[config.mk]
export PLATFORM = sky130hd
export DESIGN_NAME = pwm_capture
export DESIGN_NICKNAME = d
export VERILOG_FILES = /design/src/rtl/pwm_pkg.sv /design/src/rtl/pwm_input_sync.sv /design/src/rtl/pwm_capture.sv
export SDC_FILE = /design/constraint.sdc
export NUM_CORES = 1
export LEC_CHECK = 0
export CAP_MARGIN = 0
export CORE_MARGIN = 10
export CORE_UTILIZATION = 38
export CTS_CLUSTER_DIAMETER = 100
export DETAILED_ROUTE_END_ITERATION = 7
export GPL_ROUTABILITY_DRIVEN = 0
export HOLD_SLACK_MARGIN = 0.12
export PLACE_DENSITY = 0.54
export SYNTH_ARGS = -nofsm -noshare
export SYNTH_HDL_FRONTEND = slang
export SYNTH_SLANG_ARGS = --single-unit
[constraint.sdc]
create_clock -name clk_255kHz -period 3.3 [get_ports clk_255kHz]
set_input_delay 0.66 -clock clk_255kHz [delete_from_list [all_inputs] [get_ports clk_255kHz]]
set_output_delay 0.66 -clock clk_255kHz [all_outputs]
set_load 0.02 [all_outputs]
[src/rtl/pwm_pkg.sv]
`default_nettype none
// ---------------------------------------------------------------------------
// Module  : pwm_pkg
// Brief   : Shared constants, capture-state encoding and width decode helper
//           for the servo PWM capture block.
// Revision: 1.0 - initial release
// ---------------------------------------------------------------------------
package pwm_pkg;

   // Timebase of the capture clock: 255 ticks per millisecond.
   localparam int          TICKS_PER_MS  = 255;
   localparam int          FRAME_TICKS   = 5100;
   localparam logic [7:0]  NEUTRAL_WIDTH = 8'd127;

   typedef enum logic [1:0] {
      ARM  = 2'd0,   // waiting for a genuine low sample
      LOW  = 2'd1,   // waiting for a rising edge
      HIGH = 2'd2    // counting high ticks
   } capture_state_t;

   // Map a high-time count to an 8-bit width, clamped to [0, 255].
   function automatic logic [7:0] clamp_width(input logic [9:0]  count,
                                              input logic [10:0] offset);
      logic signed [10:0] diff;
      diff = $signed({1'b0, count}) - $signed(offset);
      if (diff < 11'sd0)
         return 8'd0;
      else if (diff > 11'sd255)
         return 8'd255;
      else
         return diff[7:0];
   endfunction

endpackage
`default_nettype wire

[src/rtl/pwm_input_sync.sv]
`default_nettype none
// ---------------------------------------------------------------------------
// Module  : pwm_input_sync
// Brief   : Two-flop synchronizer for the raw PWM input with rising/falling
//           edge detection and a "sample is genuine" qualifier.
// Revision: 1.0 - initial release
// ---------------------------------------------------------------------------
module pwm_input_sync (
   input  logic clk_255kHz,
   input  logic reset,
   input  logic pwm_in,
   output logic s,
   output logic rise,
   output logic fall,
   output logic ready
);

   logic       meta;
   logic       p;
   logic [1:0] fill;

   // Synchronizer chain plus one-cycle delay of the synchronized sample.
   // fill tracks how far real input data has propagated since reset, so the
   // reset-forced zeros in the chain are never mistaken for a low input.
   always_ff @(posedge clk_255kHz) begin
      if (reset) begin
         meta <= 1'b0;
         s    <= 1'b0;
         p    <= 1'b0;
         fill <= 2'b00;
      end else begin
         meta <= pwm_in;
         s    <= meta;
         p    <= s;
         fill <= {fill[0], 1'b1};
      end
   end

   assign rise  =  s & ~p;
   assign fall  = ~s &  p;
   assign ready = fill[1];

endmodule
`default_nettype wire

[src/rtl/pwm_capture.sv]
`default_nettype none
// ---------------------------------------------------------------------------
// Module  : pwm_capture
// Brief   : Measures servo-style PWM high time, decodes it into an 8-bit
//           width, flags out-of-range pulses and reports loss of signal.
// Revision: 1.0 - initial release
// ---------------------------------------------------------------------------
module pwm_capture
   import pwm_pkg::*;
#(
   parameter int         MIN_HIGH = 200,
   parameter int         MAX_HIGH = 600,
   parameter int         OFFSET   = 255,
   parameter int         TIMEOUT  = 15300,
   parameter logic [7:0] FAILSAFE = 8'd127
) (
   input  logic       clk_255kHz,
   input  logic       reset,
   input  logic       pwm_in,
   output logic [7:0] width,
   output logic       width_valid,
   output logic       pulse_error,
   output logic       signal_lost
);

   localparam logic [9:0]  MIN_COUNT   = 10'(MIN_HIGH);
   localparam logic [9:0]  MAX_COUNT   = 10'(MAX_HIGH);
   localparam logic [10:0] OFFSET_W    = 11'(OFFSET);
   localparam logic [13:0] TIMEOUT_CNT = 14'(TIMEOUT);
   localparam logic [9:0]  COUNT_SAT   = 10'h3FF;

   logic           s;
   logic           rise;
   logic           fall;
   logic           ready;
   capture_state_t state;
   logic [9:0]     high_count;
   logic [13:0]    timeout_count;
   logic           pulse_end;
   logic           in_range;
   logic           accept;
   logic           expire;

   pwm_input_sync u_sync (
      .clk_255kHz (clk_255kHz),
      .reset      (reset),
      .pwm_in     (pwm_in),
      .s          (s),
      .rise       (rise),
      .fall       (fall),
      .ready      (ready)
   );

   assign pulse_end = (state == HIGH) && fall;
   assign in_range  = (high_count >= MIN_COUNT) && (high_count <= MAX_COUNT);
   assign accept    = pulse_end && in_range;
   // An accepted pulse on the expiry edge takes priority over the failsafe.
   assign expire    = !accept && (timeout_count == TIMEOUT_CNT - 14'd1);

   // Capture FSM and saturating high-time counter.
   always_ff @(posedge clk_255kHz) begin
      if (reset) begin
         state      <= ARM;
         high_count <= 10'd0;
      end else begin
         case (state)
            ARM: begin
               if (ready && !s)
                  state <= LOW;
            end
            LOW: begin
               if (rise) begin
                  state      <= HIGH;
                  high_count <= 10'd1;
               end
            end
            HIGH: begin
               if (fall)
                  state <= LOW;
               else if (s && (high_count != COUNT_SAT))
                  high_count <= high_count + 10'd1;
            end
            default: state <= ARM;
         endcase
      end
   end

   // Result registers, strobes and loss-of-signal timeout.
   always_ff @(posedge clk_255kHz) begin
      if (reset) begin
         width         <= FAILSAFE;
         width_valid   <= 1'b0;
         pulse_error   <= 1'b0;
         signal_lost   <= 1'b1;
         timeout_count <= 14'd0;
      end else begin
         width_valid <= accept;
         pulse_error <= pulse_end && !in_range;

         if (accept)
            timeout_count <= 14'd0;
         else if (timeout_count != TIMEOUT_CNT)
            timeout_count <= timeout_count + 14'd1;

         if (accept) begin
            width       <= clamp_width(high_count, OFFSET_W);
            signal_lost <= 1'b0;
         end else if (expire) begin
            width       <= FAILSAFE;
            signal_lost <= 1'b1;
         end
      end
   end

endmodule
`default_nettype wire

# After elaboration in Yosys (flattened, before gate mapping)
# Index checks and enable logic that the tools add are counted.
# totals
register_bits,42
inputBits,3
elab_cells,64
# classes
addsub,3
order_cmp,4
n_eq_ne,10
n_mux,15
n_bitwise,4
n_reduce_logical,16
# ops
op,count
two-way mux 8 bit,4
two-way mux 10 bit,3
case mux 10 bit (2 select lines),1
"adder 14 x 1 -> 14 bit, second input constant",1
"equality test 14 bit, second input constant",1
"!= test 14 bit, second input constant",1
"greater-than comparator 11 x 9 -> 1 bit, second input constant",1
"less-than comparator 11 x 1 -> 1 bit, second input constant",1
"subtractor 10 x 8 -> 11 bit, second input constant",1
"adder 10 x 1 -> 10 bit, second input constant",1
">= comparator 10 x 8 -> 1 bit, second input constant",1
"less-or-equal comparator 10 bit, second input constant",1
"!= test 10 bit, second input constant",1
"!= test 2 bit, second input constant",4
logical AND 1 bit,7
two-way mux 2 bit,3
case mux 2 bit (3 select lines),1
AND reduction 4 bit,1
nonzero test 2 bit,2
logical NOT 1 bit,3
two-way mux 1 bit,3
AND reduction 3 bit,1
bitwise AND 1 bit,2
"equality test 2 x 1 -> 1 bit, second input constant",1
5 further kinds,6

# Longest topological paths before layout
# depth
word_depth,8
mapped_depth,7
ltp_nobuf,6

# Modules after synthesis
# From an unflattened synthesis, not the netlist that was laid out.
# hier_totals
cells_unflattened,247
hier_area_um2,2169.6
# by_module_without_submodules
mod,n_inst,cells_each,area_each_um2,seq_area_each_um2
pwm_capture,1,235,2028.2,740.7
pwm_input_sync,1,12,141.4,100.1

# Worst setup path before layout
# No wires, ideal clock.
# synth_timing
kind,register to register
start,register timeout_count[1]
end,register width[7]
setup_time_ns,0.116
arrival_time_ns,1.816
path_slack_ns,1.368
path_stages_with_launch,6
n_path_buf,1
path_cell_list,dfxtp_1 -> ha_1 -> or4b_1 -> or4_1 -> clkbuf_1 -> a41o_1
# synth_via
elab_chain_cells,3
# synth_lines
element,line_no,rtl
start: declaration,pwm_capture.sv:38,logic [13:0] timeout_count;
start signal: assignment,pwm_capture.sv:103,timeout_count <= timeout_count + 14'd1;
equality test 14 bit,pwm_capture.sv:58,assign expire = !accept && (timeout_count == TIMEOUT_CNT - 14'd1);
logical AND 1 bit,pwm_capture.sv:58,
nonzero test 2 bit (no line),n/a,
end signal: assignment,pwm_capture.sv:106,"width <= clamp_width(high_count, OFFSET_W);"
end: declaration,pwm_capture.sv:20,"output logic [7:0] width,"
# Every way passes these cells.
# A chain may end at the register's enable or synchronous reset.

# Final worst setup path
# layout_timing
start,register high_count[6]
end,register width[7]
# layout_via
elab_chain_cells,6
# layout_lines
element,line_no,rtl
start: declaration,pwm_capture.sv:37,logic [9:0] high_count;
start signal: assignment,pwm_capture.sv:81,high_count <= high_count + 10'd1;
"parallel branches: the longest is 6 deep, another holds subtractor 10 x 8 -> 11 bit",n/a,
# Several ways; the timed one is not identified.

==> summary by stage <==
Min path
The worst hold path class is flip-flop to flip-flop.

Clocking
The clock latency on the worst-skew pair is 300 ps. The post-CTS setup-driven buffer insertion count is 0. The number of instances resized during post-cts repair is 0. The clock passes through at most 2 buffers. The H-tree generated during clock tree synthesis spans 2 levels. The clock net sink count is 42. The number of buffers added by the clock tree synthesis step is 5. The root buffer selected by CTS is sky130_fd_sc_hd__clkbuf_8. In this run, post-CTS hold repair placed 0 buffers. TritonCTS built the clock tree. After clock tree synthesis, the clock-pin slew on the worst setup and hold paths is ~90 ps.

Pwr
The ratio of total power to cell area is about 420 nW/um2. In this run the static leakage power is 0.819 nW. The largest voltage drop on the vdd net is 0.292 mV.

Synthesis
The unique cell type count in the Yosys netlist is between 40 and 50. Synthesis produced a netlist with a net count of 235. The Yosys warning count is 0.

The synthesized design contains 0 enable-type register cells. After synthesis the netlist holds a flip-flop and latch count of 42. The mean instance size in the synthesized netlist is around 8.8 um2. Counting every instance in the synthesized netlist gives roughly 230. The post-synthesis instance area is 2000 um2. The proportion of synthesized flip-flops having asynchronous set or reset is 0. The most used flip-flop cell after synthesis is sky130_fd_sc_hd__dfxtp_1. For this run, the register share of the synthesized area comes to 0.419.

Finish
The layout overhead on the synthesized area is 14.0%. In the layout the commonest cells are sky130_fd_sc_hd__dfxtp_1, sky130_fd_sc_hd__nor2_1, sky130_fd_sc_hd__nand2_1. The core utilization of the finished layout is 0.447. The final design instance area without fill is about 2300 um2. The final layout contains 244 nets. The most common library cell in the layout ignoring fill and taps is sky130_fd_sc_hd__dfxtp_1.

The fraction of final layout cells with drive strength greater than 1 is 0.0756. The fill cell total of the finished layout is 513. The repair_antennas step left the layout with diodes totalling 0.

Setup path
The data required time at the worst endpoint is 3540 ps. The signal on the critical path passes through o311ai_0 -> a222oi_1 -> nand2_1 -> a2111oi_0 -> a41o_1. The setup slack of the worst register-to-register path is 1000 ps.

The worst setup path is launched from a flip-flop. The maximum net fanout on the critical path is 13. The element type at the critical path end is a flip-flop. The highest cell delay on the worst timing path is 570 ps.

The arrival time of the worst setup path is 2540 ps. The critical path is of the flip-flop to flip-flop type. The cell family contributing the most delay on the critical path is compound AO/OA/AOI/OAI gates. The library cell contributing the largest single delay on the critical path is sky130_fd_sc_hd__a2111oi_0. The count of buffer and inverter cells on the critical path is 0.

Detailed routing
The count of nets left with antenna violations once routing finished came out at 0. The length of the first detailed-routing pass in iterations is 4. After detailed routing, the number of vias per cell comes to between 5 and 6. The residual DRC count is 0.

The overall via count from detail_route is between 1500 and 2000. In the final routed layout, each cell accounts on average for roughly 13 um. The detailed router finished its first iteration with 160 violations. The total detailed-routing wirelength is around 4200 um.

Placement
Summed over all nets, the half-perimeter wirelength after detailed placement is around 2900 um. Summing all placed instances gives a cell area of approximately 2200 um2. Input and output buffers added on the ports amount to 13. Prior to clock tree synthesis, the placed netlist has a worst setup slack of 1010 ps.

Floorplanning
14 I/O pins were placed. The die covers 8580 um2. The starting density of the core is 0.392. The placement row count is 26. The die boundary width is 92.6 um. The area inside the core boundary is 5110 um2. The die extent in y is 92.6 um.

Timing
The number of hold violations in the final report is 0. In this run the tightest slew margin relative to its limit is 0.392. Setup violations remaining at the end of the flow were counted as 0.

In the finished design, the share of the clock period the worst path needs comes to 0.696. In the final timing run, aggregate negative setup slack is 0 ps. Setup repair after global routing left no endpoint under its margin. The slew at the pin closest to its max-slew limit is 907 ps.

Setup slack on the critical path of the routed design comes to between 1000 and 1500 ps. The clock period minus worst slack is 2300 ps. The total count of max-transition violations in the final report is 0. For this run, the top clock speed supported by timing is 435 MHz.

Clock skew on the completed layout was measured at 10.7 ps.

Global routing
The number of global-route vias before repair is 1423. The first global-routing pass estimated between 7000 and 8000 um of wire. The number of antenna violations at the first check in global routing came to 0. The sum of overflow across all layers after global routing is 0. The pin count of the biggest net entering global routing is 18.

Across every metal layer, demand over resource in global routing totals 0.104.

Run status
The flow ran to the end, and the final reports show no timing, DRC or antenna violations.

Job
Across the run, the number of max-cap violations was 0.
==> power breakdown <==
| group | internal, mW | total, mW | switching [mW] |
|---|---|---|---|
| Combinational | 0.0127 | 0.0324 | 0.0196 |
| Sequential | 0.513 | 0.520 | 0.00659 |
| Clock | 0.226 | 0.404 | 0.178 |
==> path summary, 6_finish.rpt <==
| check | to | startpoint | cells after the start |
|---|---|---|---|
| setup / recovery | width[7] | high_count[6] | 5 |
| hold / removal | u_sync.s | u_sync.meta | 1 |
| setup reg to reg | width[7] | high_count[6] | 5 |
| hold reg to reg | u_sync.s | u_sync.meta | 1 |
==> routing by layer <==
layer  global-route usage  share of wire  up-vias
li1                     -              -      803
met1                0.153           0.52      707
met2                0.131           0.41       30
met3               0.0315          0.054        5
met4               0.0501          0.016        0
met5                    0              0        -
==> cells in the mapped netlist, drive strengths merged (2+ instances only) <==
library cell	number	share of area
nand4	4	0.012
a21oi	3	0.0075
a31oi	2	0.0062
ha	4	0.025
buf	6	0.018
nor3	5	0.021
nor3b	2	0.0075
o21ai	6	0.015
nand2	21	0.039
dfxtp	42	0.42
inv	7	0.013
xnor2	6	0.026
or2	2	0.0062
and4	5	0.022
nor2b	3	0.0094
nand2b	11	0.034
a221o	7	0.035
clkbuf	7	0.013
nand3	7	0.017
xor2	19	0.083
or3	3	0.010
nor2	34	0.066
or4	2	0.0094
o21bai	2	0.0075
and3	3	0.0094
==> per-stage QoR <==
stage / hold WS, ps / total power, mW / cells
floorplan: 414 / 0.555 / 228
global placement: 417 / 0.564 / 300
detailed placement: 428 / 0.565 / 300
CTS: 449 / 0.965 / 308
global route: 464 / 0.988 / 308
finish: 445 / 0.956 / 308
==> state kept, by name, indices dropped and copies added, names as in the netlist, 2 cells and up <==
name           count
u_sync.fill        2
width              8
timeout_count     14
state              2
high_count        10
==> cell families (layout without fill, tap and decap cells) <==
kind of cell,count (synthesis),after routing,synth area share
AND/OR/NAND/NOR,106,106,0.280
flip-flops,42,42,0.419
AO/OA/AOI/OAI,30,30,0.117
XOR/XNOR,25,25,0.109
buffers and inverters,20,30,0.0443
adder cells (fa/ha/maj),4,4,0.0250
multiplexers,1,1,0.00499
==> cell type report <==
cell class,count,area (um2),share of cell area
clock buffer,6,72.6,0.0318
tap,70,87.6,0.0383
multi-input combinational,166,1070,0.470
clock inverter,2,37.5,0.0164
sequential,42,841,0.368
timing repair buffer,15,145,0.0635
inverter,7,26.3,0.0115
Note: power is estimated with default switching activity, not from simulation.
